### config.mk
export PLATFORM = sky130hd
export DESIGN_NAME = vote_tally_flat
export DESIGN_NICKNAME = d
export VERILOG_FILES = /design/src/rtl/vote_pkg.sv /design/src/rtl/vote_tally_if.sv /design/src/rtl/sat_counter.sv /design/src/rtl/vote_tally.sv /design/src/flat_wrapper.sv
export SDC_FILE = /design/constraint.sdc
export NUM_CORES = 1
export LEC_CHECK = 0
export CAP_MARGIN = 20
export CORE_ASPECT_RATIO = 0.7
export CORE_MARGIN = 1.5
export CORE_UTILIZATION = 52
export CTS_CLUSTER_DIAMETER = 100
export CTS_CLUSTER_SIZE = 12
export DETAILED_ROUTE_END_ITERATION = 12
export PLACE_DENSITY_LB_ADDON = 0.25
export RECOVER_POWER = 25
export REMOVE_ABC_BUFFERS = 1
export SLEW_MARGIN = 40
export SYNTH_ARGS = -nofsm -noshare
export SYNTH_HDL_FRONTEND = slang
export SYNTH_HIERARCHICAL = 1
export SYNTH_SLANG_ARGS = --single-unit
### constraint.sdc
create_clock -name clock -period 3.3 [get_ports clock]
set_input_delay 0.825 -clock clock [delete_from_list [all_inputs] [get_ports clock]]
set_output_delay 0.825 -clock clock [all_outputs]
set_load 0.02 [all_outputs]
### src/rtl/vote_pkg.sv
// ---------------------------------------------------------------------------
// vote_pkg
// Shared definitions for the vote tally block: FSM state encoding, default
// sizing constants and a width helper for candidate / counter indices.
// No ports (package).
// ---------------------------------------------------------------------------
package vote_pkg;

    localparam int NUM_CAND   = 4;
    localparam int CNT_W      = 8;
    localparam int ACK_CYCLES = 4;

    typedef enum logic [1:0] {
        LOCKED = 2'd0,
        ARMED  = 2'd1,
        ACK    = 2'd2
    } state_e;

    // Bits needed to hold an index in 0..n-1, never less than one bit.
    function automatic int idx_w(input int n);
        return (n > 1) ? $clog2(n) : 1;
    endfunction

endpackage

### src/rtl/vote_tally_if.sv
// ---------------------------------------------------------------------------
// vote_tally_if
// Groups the voting-machine control inputs and tally outputs.
//   mode          : 0 = voting, 1 = result display
//   ballot_enable : officer pulse arming one vote
//   valid_vote    : one bit per candidate, debounced one-cycle pulses
//   result_sel    : candidate index shown in result mode
//   armed         : ballot open
//   vote_ack      : accepted-vote indication
//   multi_err     : multi-bit vote rejected (one-cycle pulse)
//   result_count  : selected candidate total (0 in voting mode)
//   sat_flag      : sticky counter-saturation flag
// Modports: master drives the inputs, slave is the tally block.
// ---------------------------------------------------------------------------
interface vote_tally_if
    import vote_pkg::*;
#(
    parameter int NUM_CAND = vote_pkg::NUM_CAND,
    parameter int CNT_W    = vote_pkg::CNT_W
);
    localparam int SEL_W = idx_w(NUM_CAND);

    logic                mode;
    logic                ballot_enable;
    logic [NUM_CAND-1:0] valid_vote;
    logic [SEL_W-1:0]    result_sel;
    logic                armed;
    logic                vote_ack;
    logic                multi_err;
    logic [CNT_W-1:0]    result_count;
    logic                sat_flag;

    modport master (
        output mode, ballot_enable, valid_vote, result_sel,
        input  armed, vote_ack, multi_err, result_count, sat_flag
    );

    modport slave (
        input  mode, ballot_enable, valid_vote, result_sel,
        output armed, vote_ack, multi_err, result_count, sat_flag
    );

endinterface

### src/rtl/sat_counter.sv
// ---------------------------------------------------------------------------
// sat_counter
// Unsigned CNT_W-bit counter that holds at its maximum instead of wrapping.
//   clock  : system clock
//   clear  : synchronous clear to zero (dominates inc)
//   inc    : increment request
//   value  : current count
//   at_max : count equals 2^CNT_W-1
// ---------------------------------------------------------------------------
module sat_counter #(
    parameter int CNT_W = 8
) (
    input  logic             clock,
    input  logic             clear,
    input  logic             inc,
    output logic [CNT_W-1:0] value,
    output logic             at_max
);

    logic [CNT_W-1:0] value_q;

    assign value  = value_q;
    assign at_max = (value_q == {CNT_W{1'b1}});

    always_ff @(posedge clock) begin
        if (clear) begin
            value_q <= '0;
        end else if (inc && !at_max) begin
            value_q <= value_q + 1'b1;
        end
    end

endmodule

### src/rtl/vote_tally.sv
// ---------------------------------------------------------------------------
// vote_tally
// Accepts one vote per officer-issued ballot, keeps a saturating count per
// candidate and shows the selected candidate's total in result mode.
//   clock : system clock, rising edge
//   reset : synchronous, active-high
//   bus   : vote_tally_if.slave (mode, ballot_enable, valid_vote,
//           result_sel in; armed, vote_ack, multi_err, result_count,
//           sat_flag out)
// ---------------------------------------------------------------------------
module vote_tally
    import vote_pkg::*;
#(
    parameter int NUM_CAND   = vote_pkg::NUM_CAND,
    parameter int CNT_W      = vote_pkg::CNT_W,
    parameter int ACK_CYCLES = vote_pkg::ACK_CYCLES
) (
    input  logic         clock,
    input  logic         reset,
    vote_tally_if.slave  bus
);

    localparam int ACK_W = idx_w(ACK_CYCLES);

    state_e              state_q;
    logic                armed_q;
    logic                ack_q;
    logic [ACK_W-1:0]    ack_cnt_q;
    logic                merr_q;
    logic [CNT_W-1:0]    res_q;
    logic [CNT_W-1:0]    res_d;
    logic                sat_q;

    logic                vote_one;
    logic                vote_multi;
    logic                accept;
    logic [NUM_CAND-1:0] inc;
    logic [NUM_CAND-1:0] at_max;
    logic [NUM_CAND-1:0] sat_hit;
    logic [CNT_W-1:0]    cnt [NUM_CAND];

    assign vote_one   = ($countones(bus.valid_vote) == 1);
    assign vote_multi = ($countones(bus.valid_vote) > 1);

    // A vote counts only while armed and still in voting mode; mode=1 in the
    // same cycle discards the ballot.
    assign accept  = (state_q == ARMED) && !bus.mode && vote_one;
    assign inc     = accept ? bus.valid_vote : '0;
    assign sat_hit = inc & at_max;

    for (genvar i = 0; i < NUM_CAND; i++) begin : g_cnt
        sat_counter #(.CNT_W(CNT_W)) u_cnt (
            .clock  (clock),
            .clear  (reset),
            .inc    (inc[i]),
            .value  (cnt[i]),
            .at_max (at_max[i])
        );
    end

    // Compare rather than index so an out-of-range select reads as zero.
    always_comb begin
        res_d = '0;
        if (bus.mode) begin
            for (int i = 0; i < NUM_CAND; i++) begin
                if (int'(bus.result_sel) == i) begin
                    res_d = cnt[i];
                end
            end
        end
    end

    always_ff @(posedge clock) begin
        if (reset) begin
            state_q   <= LOCKED;
            armed_q   <= 1'b0;
            ack_q     <= 1'b0;
            ack_cnt_q <= '0;
            merr_q    <= 1'b0;
            res_q     <= '0;
            sat_q     <= 1'b0;
        end else begin
            merr_q <= 1'b0;
            res_q  <= res_d;
            if (|sat_hit) begin
                sat_q <= 1'b1;
            end

            case (state_q)
                LOCKED: begin
                    if (bus.ballot_enable && !bus.mode) begin
                        state_q <= ARMED;
                        armed_q <= 1'b1;
                    end
                end
                ARMED: begin
                    if (bus.mode) begin
                        state_q <= LOCKED;
                        armed_q <= 1'b0;
                    end else if (vote_one) begin
                        state_q   <= ACK;
                        armed_q   <= 1'b0;
                        ack_q     <= 1'b1;
                        ack_cnt_q <= ACK_W'(ACK_CYCLES - 1);
                    end else if (vote_multi) begin
                        merr_q <= 1'b1;
                    end
                end
                ACK: begin
                    // Counts down the remaining ack cycles; inputs ignored.
                    if (ack_cnt_q == '0) begin
                        state_q <= LOCKED;
                        ack_q   <= 1'b0;
                    end else begin
                        ack_cnt_q <= ack_cnt_q - 1'b1;
                    end
                end
                default: begin
                    state_q <= LOCKED;
                    armed_q <= 1'b0;
                    ack_q   <= 1'b0;
                end
            endcase
        end
    end

    assign bus.armed        = armed_q;
    assign bus.vote_ack     = ack_q;
    assign bus.multi_err    = merr_q;
    assign bus.result_count = res_q;
    assign bus.sat_flag     = sat_q;

endmodule

### src/flat_wrapper.sv
// flat-port wrapper written by rule: the top's interface ports become plain ports
module vote_tally_flat import vote_pkg::*;
#(
    parameter int NUM_CAND   = vote_pkg::NUM_CAND,
    parameter int CNT_W      = vote_pkg::CNT_W,
    parameter int ACK_CYCLES = vote_pkg::ACK_CYCLES
)
  (clock, reset, bus_mode, bus_ballot_enable, bus_valid_vote, bus_result_sel, bus_armed, bus_vote_ack, bus_multi_err, bus_result_count, bus_sat_flag);
  vote_tally_if #(.NUM_CAND(NUM_CAND), .CNT_W(CNT_W)) bus_i ();
  input  logic clock;
  input  logic reset;
  input wire logic [$bits(bus_i.mode)-1:0] bus_mode;
  input wire logic [$bits(bus_i.ballot_enable)-1:0] bus_ballot_enable;
  input wire logic [$bits(bus_i.valid_vote)-1:0] bus_valid_vote;
  input wire logic [$bits(bus_i.result_sel)-1:0] bus_result_sel;
  output wire logic [$bits(bus_i.armed)-1:0] bus_armed;
  output wire logic [$bits(bus_i.vote_ack)-1:0] bus_vote_ack;
  output wire logic [$bits(bus_i.multi_err)-1:0] bus_multi_err;
  output wire logic [$bits(bus_i.result_count)-1:0] bus_result_count;
  output wire logic [$bits(bus_i.sat_flag)-1:0] bus_sat_flag;
  assign bus_i.mode = bus_mode;
  assign bus_i.ballot_enable = bus_ballot_enable;
  assign bus_i.valid_vote = bus_valid_vote;
  assign bus_i.result_sel = bus_result_sel;
  assign bus_armed = bus_i.armed;
  assign bus_vote_ack = bus_i.vote_ack;
  assign bus_multi_err = bus_i.multi_err;
  assign bus_result_count = bus_i.result_count;
  assign bus_sat_flag = bus_i.sat_flag;
  vote_tally #(.NUM_CAND(NUM_CAND), .CNT_W(CNT_W), .ACK_CYCLES(ACK_CYCLES)) u_core (.clock(clock), .reset(reset), .bus(bus_i));
endmodule
==> impl_metrics.ini, run 1 <==
[synthesis]
synth_xor_area_frac = 0
synthAdderAreaFrac = 0.0485
synth-seq-cells = 48
synthTopCellsByArea = dfxtp_1 (35%), mux4_2 (6.6%), ha_1 (4.1%)
synth_area_um2 = 2740
yosysMostFrequentCell = dfxtp_1
syn_inst = 286
synth-simple-area-share = 0.238
ys.flop_type = dfxtp_1
yosysWarnings = 6
synth_compound_area_frac = 0.171
synth-edff-count = 0
synthMuxAreaShare = 0.113
netlist-cell-type-count = 42
synth.avg_cell_area_um2 = 9.57
synth_top_family_by_area = simple AND/OR/NAND/NOR gates
async_flop_share = 0
synth_common_cells = dfxtp_1 (48), inv_1 (30), nor2b_1 (16)
synth_area_leader_cell = dfxtp_1
yosysTopAreaCellShare = 0.351
yosysSeqAreaShare = 0.351

[run_status]
status = finished, final reports clean

[clock_tree]
path_clk_slew_ns = 0.09
hold_buffers = 0
cts_buffer_depth = 2
cts.htree.levels = 2
cts_buffers = 5
cts_tree = yes
cts_num_sinks = 48
clockRootBuffer = clkbuf_8
clkLatencyLatePin_ns = 0.30

[die]
die_w_um = 89.7
dieArea_um2 = 5710
fp.coreArea_um2 = 4910
io_pins = 22
start_util = 0.557
die_y_um = 63.7
rows = 21

[timing]
report.final.slew_viol_count = 0
fmax_mhz = 315
fin_setup_tns_ns = 0
worstMarginPinSlew_ns = 0.503
fin_crit_ns = 3.17
timing.final.crit_share = 0.961
rsz0062_at_grt = false
fin_skew_ns = 0.00494
finalHoldViolations = 0
fin_ws_ns = 0.128
slew_headroom = 0.663
setup_viol = 0

[placed_design]
pre_cts_slack_ns = -0.669
port-buffer-count = 21
hpwlAfterDp_mm = 4.49
gp_congestion = 0.876

[setup_path]
critPathCaptureType = register
critPathKind = input port to register
worstPathArrival_ns = 3.40
crit_start = bus_valid_vote[1]
startpoint_type = input port
reg2reg_from = u_core/state_q[1]
crit_required_ns = 3.52
cp_max_fo = 3

[pwr]
p_sw_frac = 0.242
p_int_mw = 0.808
clkPwrFrac = 0.342
switchingPower_mw = 0.258
power_per_cell_area_nw_per_um2 = 314
p_leak_nw = 1.20
seq_power_share = 0.551
power_frac_comb = 0.107
ir_drop_v = 0.000163

[routing]
drt_iter0_drc = 122
drt-pass1-iter-count = 4
avgRoutedWirePerCell_um = 16.2
via_per_inst = 5.82
vias = 2335
routed_wirelength_mm = 6.49
drc_errors = 0
ant_nets = 0

[cells_and_area]
antenna_cells = 0
final_util = 0.690
fillers = 390
layout-drive-gt1-share = 0.295
syn_to_final_growth_pct = 24.0
nNetsFinal = 351

[grt]
first_global_vias = 2289
use_met2 = 0.369
antenna_found_initial = 0
gr-usage-met3 = 0.0471
grt_pass1_wl_mm = 11.0
overflow = 0
grt_max_degree = 36
groute.usage.overall = 0.241
grt_busiest_layer = met2
grt_use_met1 = 0.333

[flow_run]
max_cap_viol_count = 0

[hold_path]
hold_path.startpoint = u_core/bus.vote_ack
hp-class = register to register
==> cell families after synthesis <==
| family | count (synthesis) |
|---|---|
| simple gates | 110 |
| compound gates | 53 |
| flops | 48 |
| buf+inv | 45 |
| mux | 20 |
| fa+ha+maj | 10 |
==> path summary, 6_finish.rpt <==
check	endpoint	slack, ns	cells past startpoint
setup reg to reg	u_core/g_cnt[2].u_cnt/value[7]	1.46	7
setup / recovery	u_core/g_cnt[2].u_cnt/value[7]	0.13	14
hold / removal	u_core/bus.vote_ack	0.47	1
hold reg to reg	u_core/bus.vote_ack	0.47	1
==> power by group through the flow <==
stage | logic (mW) | registers, mW | clock network [mW]
final | 0.114 | 0.587 | 0.365
after detailed placement | 0.0964 | 0.600 | 0
after floorplan | 0.0398 | 0.601 | 0
after global routing | 0.124 | 0.588 | 0.404
after global placement | 0.0950 | 0.600 | 0
after CTS | 0.111 | 0.587 | 0.372
==> metal layers <==
| layer | part of all wire | vias up |
|---|---|---|
| met5 | 0 | - |
| met4 | 0.015 | 0 |
| met3 | 0.055 | 12 |
| met2 | 0.46 | 63 |
| met1 | 0.47 | 1115 |
| li1 | - | 1145 |
==> final cells by class <==
type / count / area [um2] / share of cell area
multi-input combinational: 193 / 1690 / 0.497
clock buffer: 6 / 82.6 / 0.0243
tap: 69 / 86.3 / 0.0255
timing repair buffer: 53 / 454 / 0.134
sequential: 48 / 961 / 0.283
inverter: 30 / 113 / 0.0332
clock inverter: 2 / 10.0 / 0.00295
==> repair_timing <==
| item | in CTS | in global routing |
|---|---|---|
| gates resized for setup | 31 | 12 |
| cloned | 0 | 0 |
| endpoints found under the setup margin | 31 | 19 |
| pin swaps | 10 | 6 |
| buffers inserted | 6 | 1 |
==> critical path, cell delays in order <==
cell and delay (ns):
clkbuf_2 0.10, inv_2 0.05, fa_1 0.53, inv_1 0.04, ha_2 0.17, inv_2 0.07, ha_4 0.21, nor3b_4 0.30
and3_4 0.24, and2_4 0.18, nand3_4 0.08, buf_6 0.14, o31a_1 0.25, a211oi_2 0.22
==> cell usage in the layout (no fill, tap or decap), types with 10 or more instances in the layout <==
cell	n
dfxtp_1	48
buf_4	27
inv_1	26
nor2b_1	16
dlygate4sd3_1	13
a21oi_1	12
nor3_1	12
nor2_1	10
a211oi_1	10
==> flip-flops by register name (all words and copies together), names as in the netlist <==
signal / flops
u_core/g_cnt.u_cnt/value: 32
u_core/bus.result_count: 8
u_core/ack_cnt_q: 2
u_core/state_q: 2
u_core/bus.armed: 1
u_core/bus.multi_err: 1
u_core/bus.sat_flag: 1
u_core/bus.vote_ack: 1
==> metrics by stage <==
step,hold WS (ns),instance area [um2],instances,total power [mW]
after floorplan,0.463,2640,271,0.641
final,0.465,3390,401,1.07
after global routing,0.491,3390,401,1.12
after detailed placement,0.456,3120,386,0.697
after CTS,0.477,3370,400,1.07
after global placement,0.447,3120,386,0.695
Note: power is estimated with default switching activity, not from simulation.
==> inputs of run 2 (changes only) <==
--- a/config.mk
+++ b/config.mk
@@ -15,7 +15,7 @@
 export PLACE_DENSITY_LB_ADDON = 0.25
 export RECOVER_POWER = 25
 export REMOVE_ABC_BUFFERS = 1
-export SLEW_MARGIN = 40
+export SLEW_MARGIN = 20
 export SYNTH_ARGS = -nofsm -noshare
 export SYNTH_HDL_FRONTEND = slang
 export SYNTH_HIERARCHICAL = 1
==> results of run 2 <==
Final layout, timing and power as in run 1 (identical DEF).
